--- config.mk ---
export PLATFORM = sky130hd
export DESIGN_NAME = if_fetch_unit
export DESIGN_NICKNAME = d
export VERILOG_FILES = /design/src/rtl/if_fetch_unit.sv
export SDC_FILE = /design/constraint.sdc
export NUM_CORES = 1
export LEC_CHECK = 0
export ABC_AREA = 1
export CORE_MARGIN = 5
export CORE_UTILIZATION = 30
export DETAILED_ROUTE_END_ITERATION = 8
export GPL_ROUTABILITY_DRIVEN = 0
export RECOVER_POWER = 50
export SYNTH_ARGS = -nofsm -noshare
export SYNTH_HDL_FRONTEND = slang
export SYNTH_SLANG_ARGS = --single-unit
--- constraint.sdc ---
create_clock -name i_clk -period 4.85 [get_ports i_clk]
set_input_delay 1.2125 -clock i_clk [delete_from_list [all_inputs] [get_ports i_clk]]
set_output_delay 1.2125 -clock i_clk [all_outputs]
set_load 0.01 [all_outputs]
--- src/rtl/if_fetch_unit.sv ---
// Instruction-fetch stage: owns the PC and fetches from a variable-latency memory.
// Each cycle it presents either a valid {PC+4, instruction} pair or a NOP bubble to IF/ID.
module if_fetch_unit #(
    parameter logic [31:0] RESET_PC = 32'h0000_0000
) (
    input  logic        i_clk,
    input  logic        i_rst,
    input  logic        i_freeze,
    input  logic        i_branch_taken,
    input  logic [31:0] i_branch_addr,
    output logic        o_imem_req,
    output logic [31:0] o_imem_addr,
    input  logic        i_imem_ready,
    input  logic [31:0] i_imem_rdata,
    output logic [31:0] o_pc_out,
    output logic [31:0] o_instruction_out,
    output logic        o_inst_valid
);

    typedef enum logic [1:0] {
        ST_FETCH = 2'd0,
        ST_HOLD  = 2'd1,
        ST_DRAIN = 2'd2
    } state_t;

    state_t      r_state;
    logic [31:0] r_pc;
    logic [31:0] r_hold_buf;
    logic [31:0] r_redirect_pc;

    state_t      w_state_nxt;
    logic [31:0] w_pc_nxt;
    logic [31:0] w_hold_buf_nxt;
    logic [31:0] w_redirect_pc_nxt;
    logic [31:0] w_pc_plus4;

    assign w_pc_plus4  = r_pc + 32'd4;
    assign o_imem_addr = r_pc;

    // State register with synchronous active-low reset.
    always_ff @(posedge i_clk) begin
        if (!i_rst) begin
            r_state       <= ST_FETCH;
            r_pc          <= RESET_PC;
            r_hold_buf    <= 32'h0000_0000;
            r_redirect_pc <= 32'h0000_0000;
        end else begin
            r_state       <= w_state_nxt;
            r_pc          <= w_pc_nxt;
            r_hold_buf    <= w_hold_buf_nxt;
            r_redirect_pc <= w_redirect_pc_nxt;
        end
    end

    // Next-state and output logic; the branch always outranks freeze.
    always_comb begin
        w_state_nxt       = r_state;
        w_pc_nxt          = r_pc;
        w_hold_buf_nxt    = r_hold_buf;
        w_redirect_pc_nxt = r_redirect_pc;
        o_imem_req        = 1'b0;
        o_pc_out          = 32'h0000_0000;
        o_instruction_out = 32'h0000_0000;
        o_inst_valid      = 1'b0;

        case (r_state)
            ST_FETCH: begin
                o_imem_req = 1'b1;
                if (i_branch_taken) begin
                    if (i_imem_ready) begin
                        w_pc_nxt = i_branch_addr;
                    end else begin
                        // Request cannot be withdrawn, so park the target until it completes.
                        w_redirect_pc_nxt = i_branch_addr;
                        w_state_nxt       = ST_DRAIN;
                    end
                end else if (i_imem_ready) begin
                    o_pc_out          = w_pc_plus4;
                    o_instruction_out = i_imem_rdata;
                    o_inst_valid      = 1'b1;
                    if (i_freeze) begin
                        w_hold_buf_nxt = i_imem_rdata;
                        w_state_nxt    = ST_HOLD;
                    end else begin
                        w_pc_nxt = w_pc_plus4;
                    end
                end else begin
                    w_state_nxt = ST_FETCH;
                end
            end
            ST_HOLD: begin
                if (i_branch_taken) begin
                    w_pc_nxt    = i_branch_addr;
                    w_state_nxt = ST_FETCH;
                end else begin
                    o_pc_out          = w_pc_plus4;
                    o_instruction_out = r_hold_buf;
                    o_inst_valid      = 1'b1;
                    if (!i_freeze) begin
                        w_pc_nxt    = w_pc_plus4;
                        w_state_nxt = ST_FETCH;
                    end else begin
                        w_state_nxt = ST_HOLD;
                    end
                end
            end
            ST_DRAIN: begin
                o_imem_req = 1'b1;
                if (i_branch_taken) begin
                    w_redirect_pc_nxt = i_branch_addr;
                end else begin
                    w_redirect_pc_nxt = r_redirect_pc;
                end
                if (i_imem_ready) begin
                    w_pc_nxt    = i_branch_taken ? i_branch_addr : r_redirect_pc;
                    w_state_nxt = ST_FETCH;
                end else begin
                    w_state_nxt = ST_DRAIN;
                end
            end
            default: begin
                w_state_nxt = ST_FETCH;
            end
        endcase

        // Held in reset: no request and a bubble on the outputs.
        if (!i_rst) begin
            o_imem_req        = 1'b0;
            o_pc_out          = 32'h0000_0000;
            o_instruction_out = 32'h0000_0000;
            o_inst_valid      = 1'b0;
        end else begin
            o_imem_req = o_imem_req;
        end
    end

endmodule

After elaboration in Yosys (flattened, before gate mapping)
Cells that the tools add are included.
{"block": "op_classes", "addsub": 1, "n_eq_ne": 8, "muxes": 36, "n_bitwise": 1, "reduce_logical": 8}
{"operator": "$mux W32", "count": 17}
{"operator": "$pmux W32 S2", "count": 3}
{"operator": "$pmux W32 S3", "count": 1}
{"operator": "$add A32 B3 Y32 const B", "count": 1}
{"operator": "$mux W2", "count": 5}
{"operator": "$mux W1", "count": 8}
{"operator": "$ne A2 B2 Y1 const B", "count": 4}
{"operator": "$ne A3 B3 Y1 const B", "count": 2}
{"operator": "$pmux W2 S3", "count": 1}
{"operator": "$reduce_and A3 Y1", "count": 2}
{"operator": "$reduce_and A4 Y1", "count": 1}
{"operator": "$reduce_bool A3 Y1", "count": 1}
{"operator": "$eq A2 B1 Y1 const B", "count": 1}
{"operator": "$eq A2 B2 Y1 const B", "count": 1}
{"operator": "$logic_not A2 Y1", "count": 1}
{"operator": "$pmux W1 S2", "count": 1}
{"operator": "$reduce_and A2 Y1", "count": 1}
{"operator": "$reduce_bool A2 Y1", "count": 1}
{"operator": "$reduce_or A2 Y1", "count": 1}
{"operator": "$not A1 Y1", "count": 1}
{"block": "word_totals", "register_bits": 98, "input_bits": 69, "wordCells": 58}

Depth between registers and ports, before layout
Gate-level depths: netlist (run 1).
{"block": "logic_depth", "ltp_word": 5, "depth_mapped": 11}

Least setup slack after synthesis (run 1)
Ideal clock, no wire load.
{"block": "synth_timing", "kind": "in2out", "from": "input port i_branch_taken", "to": "output port o_pc_out[10]", "arrival_ps": 2267, "t_required_ps": 3638, "path_slack_ps": 1370, "stages": 6, "n_path_buf": 1, "path_cell_list": "nor2_1 > inv_1 > nor3_2 > inv_1 > clkbuf_1 > nor2_1"}
{"block": "synth_between", "elab_chain_len": 3}
{"item": "start: declaration", "line_no": "9", "rtl": "input logic i_branch_taken,"}
{"item": "$mux W32 (on tied branches)", "line_no": "92, 69"}
{"item": "$pmux W32 S2 (*)", "line_no": "66", "rtl": "case (r_state)"}
{"item": "$mux W32 (*)", "line_no": "127", "rtl": "if (!i_rst) begin"}
{"item": "end: declaration", "line_no": "15", "rtl": "output logic [31:0] o_pc_out,"}
Mark *: on every way between the ends. The rest lies on a longest branch, timed or not.

Worst setup path after layout (run 1)
{"block": "layout_timing", "from": "input port i_imem_ready", "to": "output port o_instruction_out[9]"}
{"block": "layout_between", "elab_chain_len": 4}
{"item": "start: declaration", "line_no": "13", "rtl": "input logic i_imem_ready,"}
{"item": "$mux W32", "line_no": "77", "rtl": "end else if (i_imem_ready) begin"}
{"item": "$mux W32", "line_no": "69", "rtl": "if (i_branch_taken) begin"}
{"item": "$pmux W32 S2", "line_no": "66"}
{"item": "$mux W32", "line_no": "127"}
{"item": "end: declaration", "line_no": "16", "rtl": "output logic [31:0] o_instruction_out,"}
Every way passes these cells.

==> key figures, run 1 <==
Routing
  – TritonRoute pass-1 iters: 6
  – DR iter-0 viols: 398
  – Antenna viol nets, final: 0
  – Wirelength per Cell: 14.8 um
  – Drt total wl: 20000 um
  – Drt via density: 4.93
  – Vias post-DR: 6646
  – Drt drc: 0

Die
  – Core area: 19400 sq um
  – Die area: 22500 sq um
  – Starting Density: 0.303
  – Die Y: 150 um
  – Chip width: 150 um
  – Ports: 167
  – Cell Rows: 51

Placement
  – Detailed placement HPWL: 13800 um
  – Port bufs: 166
  – Area after DPL: 7700 sq um
  – Placed cell count: 1333

STA
  – Rel. slew slack: -0.586
  – Final hold vios: 0
  – Period utilization: 0.924
  – Setup Skew: 0.0116 ns
  – Worst-Margin Slew: 2.38 ns
  – Slew Limit Fails: 48
  – F_max: 223 MHz
  – Tmin final: 4.48 ns
  – # setup viols final: 0
  – RSZ-0062 raised after global routing: false
  – TNS Setup: 0 ns

Power
  – Total power: 2140 uW
  – Leak: 0.00295 uW
  – Power Density: 268 nW/um^2
  – VDD IR max: 0.164 mV

Critical path
  – WP data arrival: 3.27 ns
  – Worst-path maximum fanout: 19
  – Crit Path Class: input pin to output pin
  – Critical Path Start Type: input pin
  – Crit end category: output pin
  – Required @ worst endpoint: 3.64 ns

Global route
  – Initial antenna violation count: 0
  – Vias in the first global route: 6077
  – First-pass GRT wire length: 32100 um
  – Largest net degree at the start of global routing: 96
  – Overflow after GRT: 0
  – Global-route usage over all layers: 0.176

Synthesis
  – Yosys reg bits: 98
  – Syn Area/Cell: 6.18 sq um
  – Ys Warns: 0
  – Sequential element share of the synthesized area: 0.334
  – Synthesized netlist cell count: 951
  – Syn_nets: 1021
  – Cell Area, Synth: 5870 sq um
  – Unique cell type count in the Yosys netlist: 29

Clock network
  – CTS Buf Count: 9
  – TritonCTS clock tree: built
  – Clock latency on the worst-skew pair: 0.36 ns
  – H-tree depth: 3
  – Root buffer cell: clkbuf_16
  – Hold buffer count at cts: 0
  – # clock sinks: 98
  – Reg clk slew, reported paths: 0.07 ns
  – Clock buffer depth: 2
  – Resize count post-CTS: 0
  – Setup Buffers After CTS: 0

Outcome
  – Status: complete, but fails checks
  – Violated checks: capacitance limit, slew limit

Cells and area
  – Commonest non-fill, non-tap cells in the layout: 240 x nand2_1, 157 x a21oi_1, 136 x nor2_1
  – Area growth syn-to-layout: 35.9%
  – Cell area after layout: 7980 sq um
  – Layout cell share with drive strength beyond 1: 0.0498
  – Commonest non-fill, non-tap cell in the layout: nand2_1
  – Final Instance Count excl. Fillers: 1349
  – Fill cells: 2124
  – ANT cells: 0
  – Fin nets: 1149

Worst hold path
  – Hold Path Class: register to register

Job
  – Max Cap Viol: 1
[per-layer routing]
| layer | vias up | routed length (um) | global-route usage |
|---|---|---|---|
| li1 | 3417 | - | - |
| met1 | 3013 | 9210 | 0.244 |
| met2 | 197 | 9040 | 0.272 |
| met3 | 19 | 1450 | 0.0451 |
| met4 | 0 | 267 | 0.0430 |
| met5 | - | 0 | 0 |
[cell families after synthesis]
family	count (synthesis)	share of synthesized area
xor gates and xnor gates	9	0.0134
and+or+nand+nor	453	0.311
buffers and inverters	106	0.0762
adders and majority gates	1	0.00213
DFF	98	0.334
AOI/OAI and AO/OA	284	0.264
[final timing paths]
| kind | startpoint | end | slack [ns] | depth (start not counted) |
|---|---|---|---|---|
| min | r_hold_buf[20] | r_hold_buf[20] | 0.47 | 2 |
| min reg2reg | r_hold_buf[20] | r_hold_buf[20] | 0.47 | 2 |
| max reg2reg | r_state[0] | r_hold_buf[11] | 2.74 | 5 |
| max | i_imem_ready | o_instruction_out[9] | 0.37 | 7 |
[area by class of cell]
type,instances,area (sq um),area share
Inverter,41,154,0.0193
Clock inverter,7,70.1,0.00878
Multi-Input combinational cell,747,3460,0.434
Tap cell,265,332,0.0415
Clock buffer,9,225,0.0282
Sequential cell,98,1960,0.246
Timing Repair Buffer,182,1780,0.223
[registers in the layout, summed over array words and instances, names as in the netlist]
name           count
o_imem_addr       32
r_hold_buf        32
r_redirect_pc     32
r_state            2
[metrics by stage]
| step | hold WS (ns) | util | worst slack [ns] |
|---|---|---|---|
| 6_report | 0.470 | 0.412 | 0.368 |
| 4_1_cts | 0.471 | 0.412 | 0.450 |
| 5_1_grt | 0.491 | 0.412 | 0.217 |
| 2_1_floorplan | 0.446 | - | 1.37 |
| 3_3_place_gp | 0.452 | 0.397 | 0.485 |
| 3_5_place_dp | 0.461 | 0.397 | 0.472 |
[cell usage after synthesis (all sizes together)]
cell,count,share of area
a211oi,3,0.0038
a21boi,1,0.0013
a21oi,160,0.14
a22oi,32,0.041
a31oi,1,0.0011
buf,35,0.031
clkbuf,30,0.019
dfxtp,98,0.33
ha,1,0.0021
inv,41,0.026
nand2,245,0.16
nand3,62,0.053
nor2,144,0.096
nor3,1,0.0017
o21ai,80,0.068
o21bai,7,0.0089
or2,1,0.0011
xnor2,2,0.0030
xor2,7,0.010
[report_power, final]
group          leakage (uW)  switching, uW  internal [uW]
clock network      0.000145            336            399
logic               0.00200            271            205
registers          0.000806           59.3            868
total               0.00295            666           1470
[critical path, cell delays in order]
cell,delay [ns]
dlygate4sd3_1,0.61
nand3_1,0.15
inv_2,0.25
buf_4,0.28
a22oi_1,0.09
nor2_1,0.13
clkdlybuf4s50_1,0.56
No activity file was read; power rests on OpenSTA's default activity.
==> run 2: changes to the inputs <==
--- a/config.mk
+++ b/config.mk
@@ -6,7 +6,7 @@
 export NUM_CORES = 1
 export LEC_CHECK = 0
 export ABC_AREA = 1
-export CORE_MARGIN = 5
+export CORE_MARGIN = 2
 export CORE_UTILIZATION = 30
 export DETAILED_ROUTE_END_ITERATION = 8
 export GPL_ROUTABILITY_DRIVEN = 0
==> key figures, run 2 (synthesis results as in run 1) <==
Job
  – Max Cap Viol: 2 (was 1)

Critical path
  – Required @ worst endpoint: 3.64 ns (about the same)
  – Crit Path Class: input pin to output pin (unchanged)
  – Worst-path maximum fanout: 18 (was 19)
  – Critical Path Start Type: input pin (unchanged)
  – WP data arrival: 3.18 ns (was 3.27 ns)
  – Crit end category: output pin (unchanged)

Global route
  – Initial antenna violation count: 0 (unchanged)
  – First-pass GRT wire length: 30700 um (was 32100 um)
  – Vias in the first global route: 5833 (was 6077)
  – Global-route usage over all layers: 0.187 (was 0.176)
  – Overflow after GRT: 0 (unchanged)
  – Largest net degree at the start of global routing: 96 (unchanged)

Outcome
  – Violated checks: capacitance limit, slew limit (unchanged)
  – Status: complete, but fails checks (unchanged)

Routing
  – DR iter-0 viols: 444 (was 398)
  – Antenna viol nets, final: 0 (unchanged)
  – Drt via density: 4.97 (was 4.93)
  – Wirelength per Cell: 14.7 um (was 14.8 um)
  – TritonRoute pass-1 iters: 5 (was 6)
  – Drt total wl: 19700 um (was 20000 um)
  – Vias post-DR: 6690 (was 6646)
  – Drt drc: 0 (unchanged)

Cells and area
  – Commonest non-fill, non-tap cell in the layout: nand2_1 (unchanged)
  – Fin nets: 1146 (was 1149)
  – Register area: 1960 sq um (unchanged)
  – Layout cell share with drive strength beyond 1: 0.0481 (was 0.0498)
  – Commonest non-fill, non-tap cells in the layout: 240 x nand2_1, 157 x a21oi_1, 136 x nor2_1 (unchanged)
  – Cell area after layout: 7970 sq um (was 7980 sq um)
  – ANT cells: 0 (unchanged)
  – Multi-input gate area: 3460 sq um (unchanged)
  – Area growth syn-to-layout: 35.7% (was 35.9%)
  – Final Instance Count excl. Fillers: 1346 (was 1349)
  – Fill cells: 2091 (was 2124)

STA
  – Period utilization: 0.905 (was 0.924)
  – F_max: 228 MHz (was 223 MHz)
  – TNS Setup: 0 ns (unchanged)
  – Rel. slew slack: -0.710 (was -0.586)
  – Worst-Margin Slew: 2.57 ns (was 2.38 ns)
  – Tmin final: 4.39 ns (was 4.48 ns)
  – Final hold vios: 0 (unchanged)
  – Slew Limit Fails: 114 (was 48)
  – # setup viols final: 0 (unchanged)
  – RSZ-0062 raised after global routing: false (unchanged)
  – Setup Skew: 0.00782 ns (was 0.0116 ns)

Clock network
  – H-tree depth: 3 (unchanged)
  – CTS Buf Count: 9 (unchanged)
  – TritonCTS clock tree: built (unchanged)
  – Resize count post-CTS: 0 (unchanged)
  – Root buffer cell: clkbuf_16 (unchanged)
  – Hold buffer count at cts: 0 (unchanged)
  – # clock sinks: 98 (unchanged)
  – Clock buffer depth: 2 (unchanged)
  – Setup Buffers After CTS: 0 (unchanged)
  – Reg clk slew, reported paths: 0.08 ns (was 0.07 ns)
  – Clock latency on the worst-skew pair: 0.35 ns (was 0.36 ns)

Die
  – Ports: 167 (unchanged)
  – Cell Rows: 51 (unchanged)
  – Die Y: 144 um (was 150 um)
  – Starting Density: 0.304 (was 0.303)
  – Core area: 19300 sq um (was 19400 sq um)
  – Chip width: 144 um (was 150 um)
  – Die area: 20700 sq um (was 22500 sq um)

Worst hold path
  – Hold Path Class: register to register (unchanged)

Placement
  – Detailed placement HPWL: 13400 um (was 13800 um)
  – Area after DPL: 7690 sq um (was 7700 sq um)
  – Placed cell count: 1330 (was 1333)
  – Port bufs: 166 (unchanged)

Power
  – VDD IR max: 0.170 mV (was 0.164 mV)
  – Power Density: 266 nW/um^2 (was 268 nW/um^2)
  – Leak: 0.00294 uW (was 0.00295 uW)
-- run 2: final timing paths --
path                  start                    end  slack, ns  depth (start not counted)
max            i_imem_ready  o_instruction_out[23]       0.46                          7
max reg2reg      r_state[0]       r_redirect_pc[4]       2.71                          6
min reg2reg  r_hold_buf[19]         r_hold_buf[19]       0.47                          2
min          r_hold_buf[19]         r_hold_buf[19]       0.47                          2
-- run 2: layout make-up --
cell class | count | area share
tap | 265 | 0.0416
timing repair buffer | 179 | 0.222
multi-input combinational | 747 | 0.435
inverter | 41 | 0.0193
sequential | 98 | 0.246
clock buffer | 9 | 0.0283
clock inverter | 7 | 0.00785
-- run 2: layer usage --
layer,global-route usage,routed length (um),vias to the layer above
li1,-,-,3418
met1,0.252,8980,3073
met2,0.299,9090,187
met3,0.0510,1470,12
met4,0.0439,201,0
met5,0,0,-
-- run 2: where the power goes --
group | switching, uW | leakage (uW) | internal (uW)
Combinational | 273 | 0.00200 | 206
Clock | 356 | 0.000139 | 359
Sequential | 59.6 | 0.000806 | 868
-- run 2: through the flow --
stage	power (uW)	util	setup WS [ns]	hold WS [ns]
after CTS	2150	0.413	0.480	0.470
after floorplan	1210	-	1.37	0.446
after global routing	2230	0.412	0.157	0.482
after detailed placement	1430	0.398	0.489	0.460
final	2120	0.412	0.461	0.469
after global placement	1430	0.398	0.514	0.452
-- run 2: worst max-delay path: stages --
cell	delay, ns
clkdlybuf4s50_1	0.54
nand3_1	0.14
inv_2	0.26
buf_4	0.27
a22oi_1	0.09
nor2_1	0.11
clkdlybuf4s50_1	0.55
==> run 3: changes to the inputs <==
--- a/config.mk
+++ b/config.mk
@@ -6,6 +6,7 @@
 export NUM_CORES = 1
 export LEC_CHECK = 0
 export ABC_AREA = 1
+export CORE_ASPECT_RATIO = 1.25
 export CORE_MARGIN = 2
 export CORE_UTILIZATION = 30
 export DETAILED_ROUTE_END_ITERATION = 8
==> key figures, run 3 (synthesis results as in run 1) <==
Outcome
  – Status: complete, but fails checks (unchanged)
  – Violated checks: capacitance limit, slew limit (unchanged)

Critical path
  – Crit path max-delay cell type: clkdlybuf4s50_1 (unchanged)
  – Worst-path maximum fanout: 18 (unchanged)
  – Crit-path cells: clkdlybuf4s50_1 > nand3_1 > inv_2 > buf_4 > a22oi_1 > nor2_1 > clkdlybuf4s50_1 (unchanged)
  – Required @ worst endpoint: 3.64 ns (about the same)
  – Most frequent CP cell: clkdlybuf4s50_1 (unchanged)
  – CP max stage delay: 0.56 ns (was 0.55 ns)
  – Crit end category: output pin (unchanged)
  – Critical Path Start Type: input pin (unchanged)
  – Critical path's top delay family: buffers and inverters (unchanged)
  – WP buf/inv: 4 (unchanged)
  – WP data arrival: 3.22 ns (was 3.18 ns)
  – Crit Path Class: input pin to output pin (unchanged)

Die
  – Ports: 167 (unchanged)
  – Chip width: 129 um (was 144 um)
  – Core area: 19300 sq um (about the same)
  – Die Y: 160 um (was 144 um)
  – Die area: 20700 sq um (about the same)
  – Starting Density: 0.304 (about the same)
  – Cell Rows: 57 (was 51)

Clock network
  – CTS Buf Count: 9 (unchanged)
  – Setup Buffers After CTS: 0 (unchanged)
  – Hold buffer count at cts: 0 (unchanged)
  – Root buffer cell: clkbuf_16 (unchanged)
  – H-tree depth: 3 (unchanged)
  – Clock buffer depth: 2 (unchanged)
  – Resize count post-CTS: 0 (unchanged)
  – TritonCTS clock tree: built (unchanged)
  – Reg clk slew, reported paths: 0.07 ns (was 0.08 ns)
  – Clock latency on the worst-skew pair: 0.36 ns (was 0.35 ns)
  – # clock sinks: 98 (unchanged)

Worst hold path
  – Hold Path Class: register to register (unchanged)

Cells and area
  – Area growth syn-to-layout: 35.8% (was 35.7%)
  – Layout cell share with drive strength beyond 1: 0.0481 (unchanged)
  – ANT cells: 0 (unchanged)
  – Final core area utilization: 0.413 (was 0.412)
  – Commonest non-fill, non-tap cell in the layout: nand2_1 (unchanged)
  – Commonest non-fill, non-tap cells in the layout: 240 x nand2_1, 157 x a21oi_1, 136 x nor2_1 (unchanged)
  – Fin nets: 1146 (unchanged)
  – Fill cells: 2043 (was 2091)

Job
  – Max Cap Viol: 2 (unchanged)

Power
  – Leak: 0.00294 uW (about the same)
  – Power Density: 273 nW/um^2 (was 266 nW/um^2)
  – VDD IR max: 0.156 mV (was 0.170 mV)

Routing
  – Wirelength per Cell: 14.4 um (was 14.7 um)
  – Drt via density: 4.98 (was 4.97)
  – TritonRoute pass-1 iters: 5 (unchanged)
  – Vias post-DR: 6706 (was 6690)
  – DR iter-0 viols: 523 (was 444)
  – Antenna viol nets, final: 0 (unchanged)
  – Drt total wl: 19400 um (was 19700 um)
  – Drt drc: 0 (unchanged)

STA
  – Period utilization: 0.913 (was 0.905)
  – Rel. slew slack: -0.662 (was -0.710)
  – RSZ-0062 raised after global routing: false (unchanged)
  – F_max: 226 MHz (was 228 MHz)
  – Slew Limit Fails: 97 (was 114)
  – Worst hold slack: 0.469 ns (about the same)
  – Final hold vios: 0 (unchanged)
  – Worst-Margin Slew: 2.49 ns (was 2.57 ns)
  – Setup Skew: 0.0145 ns (was 0.00782 ns)
  – Final worst setup slack: 0.421 ns (was 0.461 ns)
  – Tmin final: 4.43 ns (was 4.39 ns)
  – # setup viols final: 0 (unchanged)
  – TNS Setup: 0 ns (unchanged)

Placement
  – Detailed placement HPWL: 13300 um (was 13400 um)
  – Pre-CTS WS: 0.437 ns (was 0.489 ns)
  – Port bufs: 166 (unchanged)

Global route
  – First-pass GRT wire length: 31000 um (was 30700 um)
  – Initial antenna violation count: 0 (unchanged)
  – Global-route usage over all layers: 0.186 (was 0.187)
  – Vias in the first global route: 6184 (was 5833)
  – Largest net degree at the start of global routing: 96 (unchanged)
  – Overflow after GRT: 0 (unchanged)
run 3: per-stage QoR:
stage	std cells	cell area (sq um)	total power (uW)
6_report	1346	7980	2180
3_5_place_dp	1330	7680	1430
3_3_place_gp	1330	7680	1430
4_1_cts	1346	7990	2210
5_1_grt	1346	7980	2300
2_1_floorplan	951	5870	1210
run 3: path summary, 6_finish.rpt:
kind         slack, ns  cells after the start                    end           from
max               0.42                      7  o_instruction_out[26]   i_imem_ready
min               0.47                      2          r_hold_buf[9]  r_hold_buf[9]
max reg2reg       2.80                      6       r_redirect_pc[4]     r_state[0]
min reg2reg       0.47                      2          r_hold_buf[9]  r_hold_buf[9]
run 3: worst reg2reg max path: stages, from the launching register on:
cell	delay (ns)
dfxtp_1	0.37
nor2_1	0.21
inv_2	0.09
a21oi_4	0.53
buf_4	0.49
o21ai_0	0.16
a21oi_1	0.15
run 3: layout make-up:
type,instances,area (sq um),share of cell area
Timing Repair Buffer,179,1760,0.220
Tap cell,265,332,0.0416
Sequential cell,98,1960,0.246
Clock buffer,9,225,0.0282
Inverter,41,154,0.0193
Multi-Input combinational cell,747,3460,0.434
Clock inverter,7,85.1,0.0107
run 3: layer usage:
layer	up-vias	GRT usage	part of all wire	routed length (um)
li1	3418	-	-	-
met1	3038	0.236	0.44	8510
met2	209	0.297	0.46	8980
met3	41	0.0520	0.069	1340
met4	0	0.0746	0.030	577
met5	-	0	0	0
run 3: report_power, final:
group          total [uW]  internal (uW)  switching [uW]
Sequential            929            868            60.5
Combinational         477            205             272
Clock                 773            411             362
==> patch, RTL diff (config.mk and constraints of run 2) <==
Encoding of `state_t`: now one-hot (3 bits for 3 states).
--- a/src/rtl/if_fetch_unit.sv
+++ b/src/rtl/if_fetch_unit.sv
@@ -19,6 +19,6 @@
 
-    typedef enum logic [1:0] {
-        ST_FETCH = 2'd0,
-        ST_HOLD  = 2'd1,
-        ST_DRAIN = 2'd2
+    typedef enum logic [2:0] {
+        ST_FETCH = 3'b001,
+        ST_HOLD  = 3'b010,
+        ST_DRAIN = 3'b100
     } state_t;
Formal check against the unedited RTL: no difference found for any inputs over 4 cycles, from zero or initial values and one cycle with i_rst low; so few cycles prove little.
==> patch against run 2 <==
- the run still ends with max-capacitance violations, max-slew violations left
- total power increased by 20%
- sequential cell count increased by 1
- final cell count decreased by 2.2%
- sequential share of layout area increased by 0.79 points
- area after synthesis decreased by 3.2%
- cell area decreased by 2.1%
- first-iteration DRC count decreased by 8.8%
- setup slack got worse by 0.18 ns
- routed wire length decreased by 3.3%
==> patch: results (changes against run 2) <==
Synth
  – FFs w/ async S/R, synth: 0 (unchanged)
  – Cell variety after synth: 26 (-10%)
  – Top cells by area, synth: dfxtp_1 (35%), nand2_1 (16%), nor2_1 (12%)
  – Synth top cells by count: nand2_1 (239), nor2_1 (188), dfxtp_1 (99)
  – Synthesized netlist net count: 1,010 (-1.1%)
  – Top FF cell, synth: dfxtp_1
  – Yosys warns: 0 (unchanged)
  – Post-synthesis sequential area ratio: 0.348 (+0.0145)

Worst setup path
  – CP Launch Point: i_branch_taken
  – Max Fanout on Critical Path: 44 (+26)
  – Max stage delay on crit path: 0.65 ns (+0.10 ns)
  – R2r endpoint: r_redirect_pc[3]
  – R2R Setup Slk: 1.85 ns (-0.86 ns)
  – Reg2reg path depth: 8 (+2)
  – Reg-to-Reg Start: r_state[2]
  – CP max-delay cell: dlygate4sd3_1

Timing
  – Hold WS: 0.448 ns (-0.0209 ns)
  – Final clock skew: 0.00657 ns (-0.00126 ns)
  – Slew headroom: -0.0838 (+0.627)
  – Final Slew Violations: 37 (-68%)
  – Endpoints failing hold: 0 (unchanged)
  – Final setup viols: 0 (unchanged)

Power
  – Static leakage: 3.05 nW (+3.7%)
  – Peak VDD IR: 0.159 mV (-6.7%)

Hold path
  – Path type of the worst min-delay path: flip-flop to flip-flop
  – Hold Path Sink: r_redirect_pc[8]
  – Hold_sp: r_redirect_pc[8]
  – Hold Path Stages: 2 (unchanged)

Drt
  – Initial drt markers: 405 (-8.8%)
  – DR pass1 iterations: 7 (+2)
  – Vias: 6,410 (-4.2%)
  – DR WL/cell: 14.5 microns (-1.2%)

Place
  – Detailed-placement wirelength estimate: 13.7 mm (+2.1%)
  – PortBufs: 166 (unchanged)

Global routing
  – First-pass GRT wire length: 30.3 mm (-1.0%)
  – All-layer global routing usage: 0.189 (+0.00156)
  – Vias in the first global route: 5,854 (+0.36%)
  – Pin count of the biggest net entering global routing: 61 (-36%)
  – Initial antenna violation count: 2 (+2)

CTS
  – Num CTS Buffers: 9 (unchanged)
  – Root Driver: clkbuf_16
  – CTS max path bufs: 2 (unchanged)
  – Postcts setup bufs: 0 (unchanged)
  – CTS resizes: 0 (unchanged)
  – Clk slew on worst S/H paths: 0.07 ns
  – CTS H-Tree Depth: 3 (unchanged)

Status
  – Failing checks: max-capacitance violations, max-slew violations
  – Status: finished with violations

Final layout
  – Layout cells sized above 1: 0.0323 (-0.0158)
  – Fin nets: 1,147 (+0.087%)

Job
  – Maxcap violations: 1 (-1)
## patch: cell count changes after synthesis, sizes merged, moves of 4 or more
cell           run 2  this run
nand3             62        70
o21bai             7         0
nand2            245       241
nor2             144       191
o21a               0         6
a21oi            160        71
o21ai             80        72
inv               41        86
clkbuf            30        26
buf               35        26
## patch: final cells by class
type / count / area [sq um]
sequential: 99 / 1980
tap: 234 / 293
timing repair buffer: 178 / 1740
clock inverter: 3 / 20.0
clock buffer: 13 / 280
antenna: 1 / 2.50
multi-input combinational: 703 / 3150
fill: 1984 / 10800
inverter: 86 / 323
## patch: kinds of logic after synthesis
| family | count (synthesis) | synth area share |
|---|---|---|
| and+or+nand+nor | 509 | 0.358 |
| AOI/OAI and AO/OA | 186 | 0.182 |
| buffers and inverters | 138 | 0.0988 |
| DFF | 99 | 0.348 |
| xor gates and xnor gates | 7 | 0.0108 |
| adders and majority gates | 1 | 0.00220 |
## patch: how the worst max path moves through the flow
stage / end
after global placement: o_instruction_out[18]
after CTS: o_instruction_out[18]
after detailed placement: o_instruction_out[15]
after global routing: o_imem_addr[26]
final: o_instruction_out[18]
after floorplan: o_instruction_out[11]
## patch: routing by layer
layer	track usage	up-vias	share of wire
met5	0	-	0
met4	0.0611	0	0.018
met3	0.0513	24	0.087
met2	0.299	234	0.44
met1	0.249	2863	0.46
li1	-	3289	-
## patch: power by group
part	switching (mW)	leakage (nW)	total [mW]	internal [mW]
combinational	0.457	2.10	0.784	0.327
sequential	0.109	0.812	1.03	0.922
clock	0.327	0.144	0.731	0.404
total	0.893	3.05	2.55	1.65
## patch: worst max-delay path: cells and delay by family
kind / cells / cell delay [ns]
buf+inv: 3 / 1.64
simple gates: 2 / 0.35
compound gates: 1 / 0.14
## patch: stage by stage
step	setup slack, ns	instances	util	cell area, sq um
6_report	0.285	1317	0.418	7800
5_1_grt	0.131	1316	0.418	7800
4_1_cts	0.322	1316	0.419	7820
3_5_place_dp	0.340	1300	0.403	7520
3_3_place_gp	0.348	1300	0.403	7520
2_1_floorplan	1.42	940	-	5690
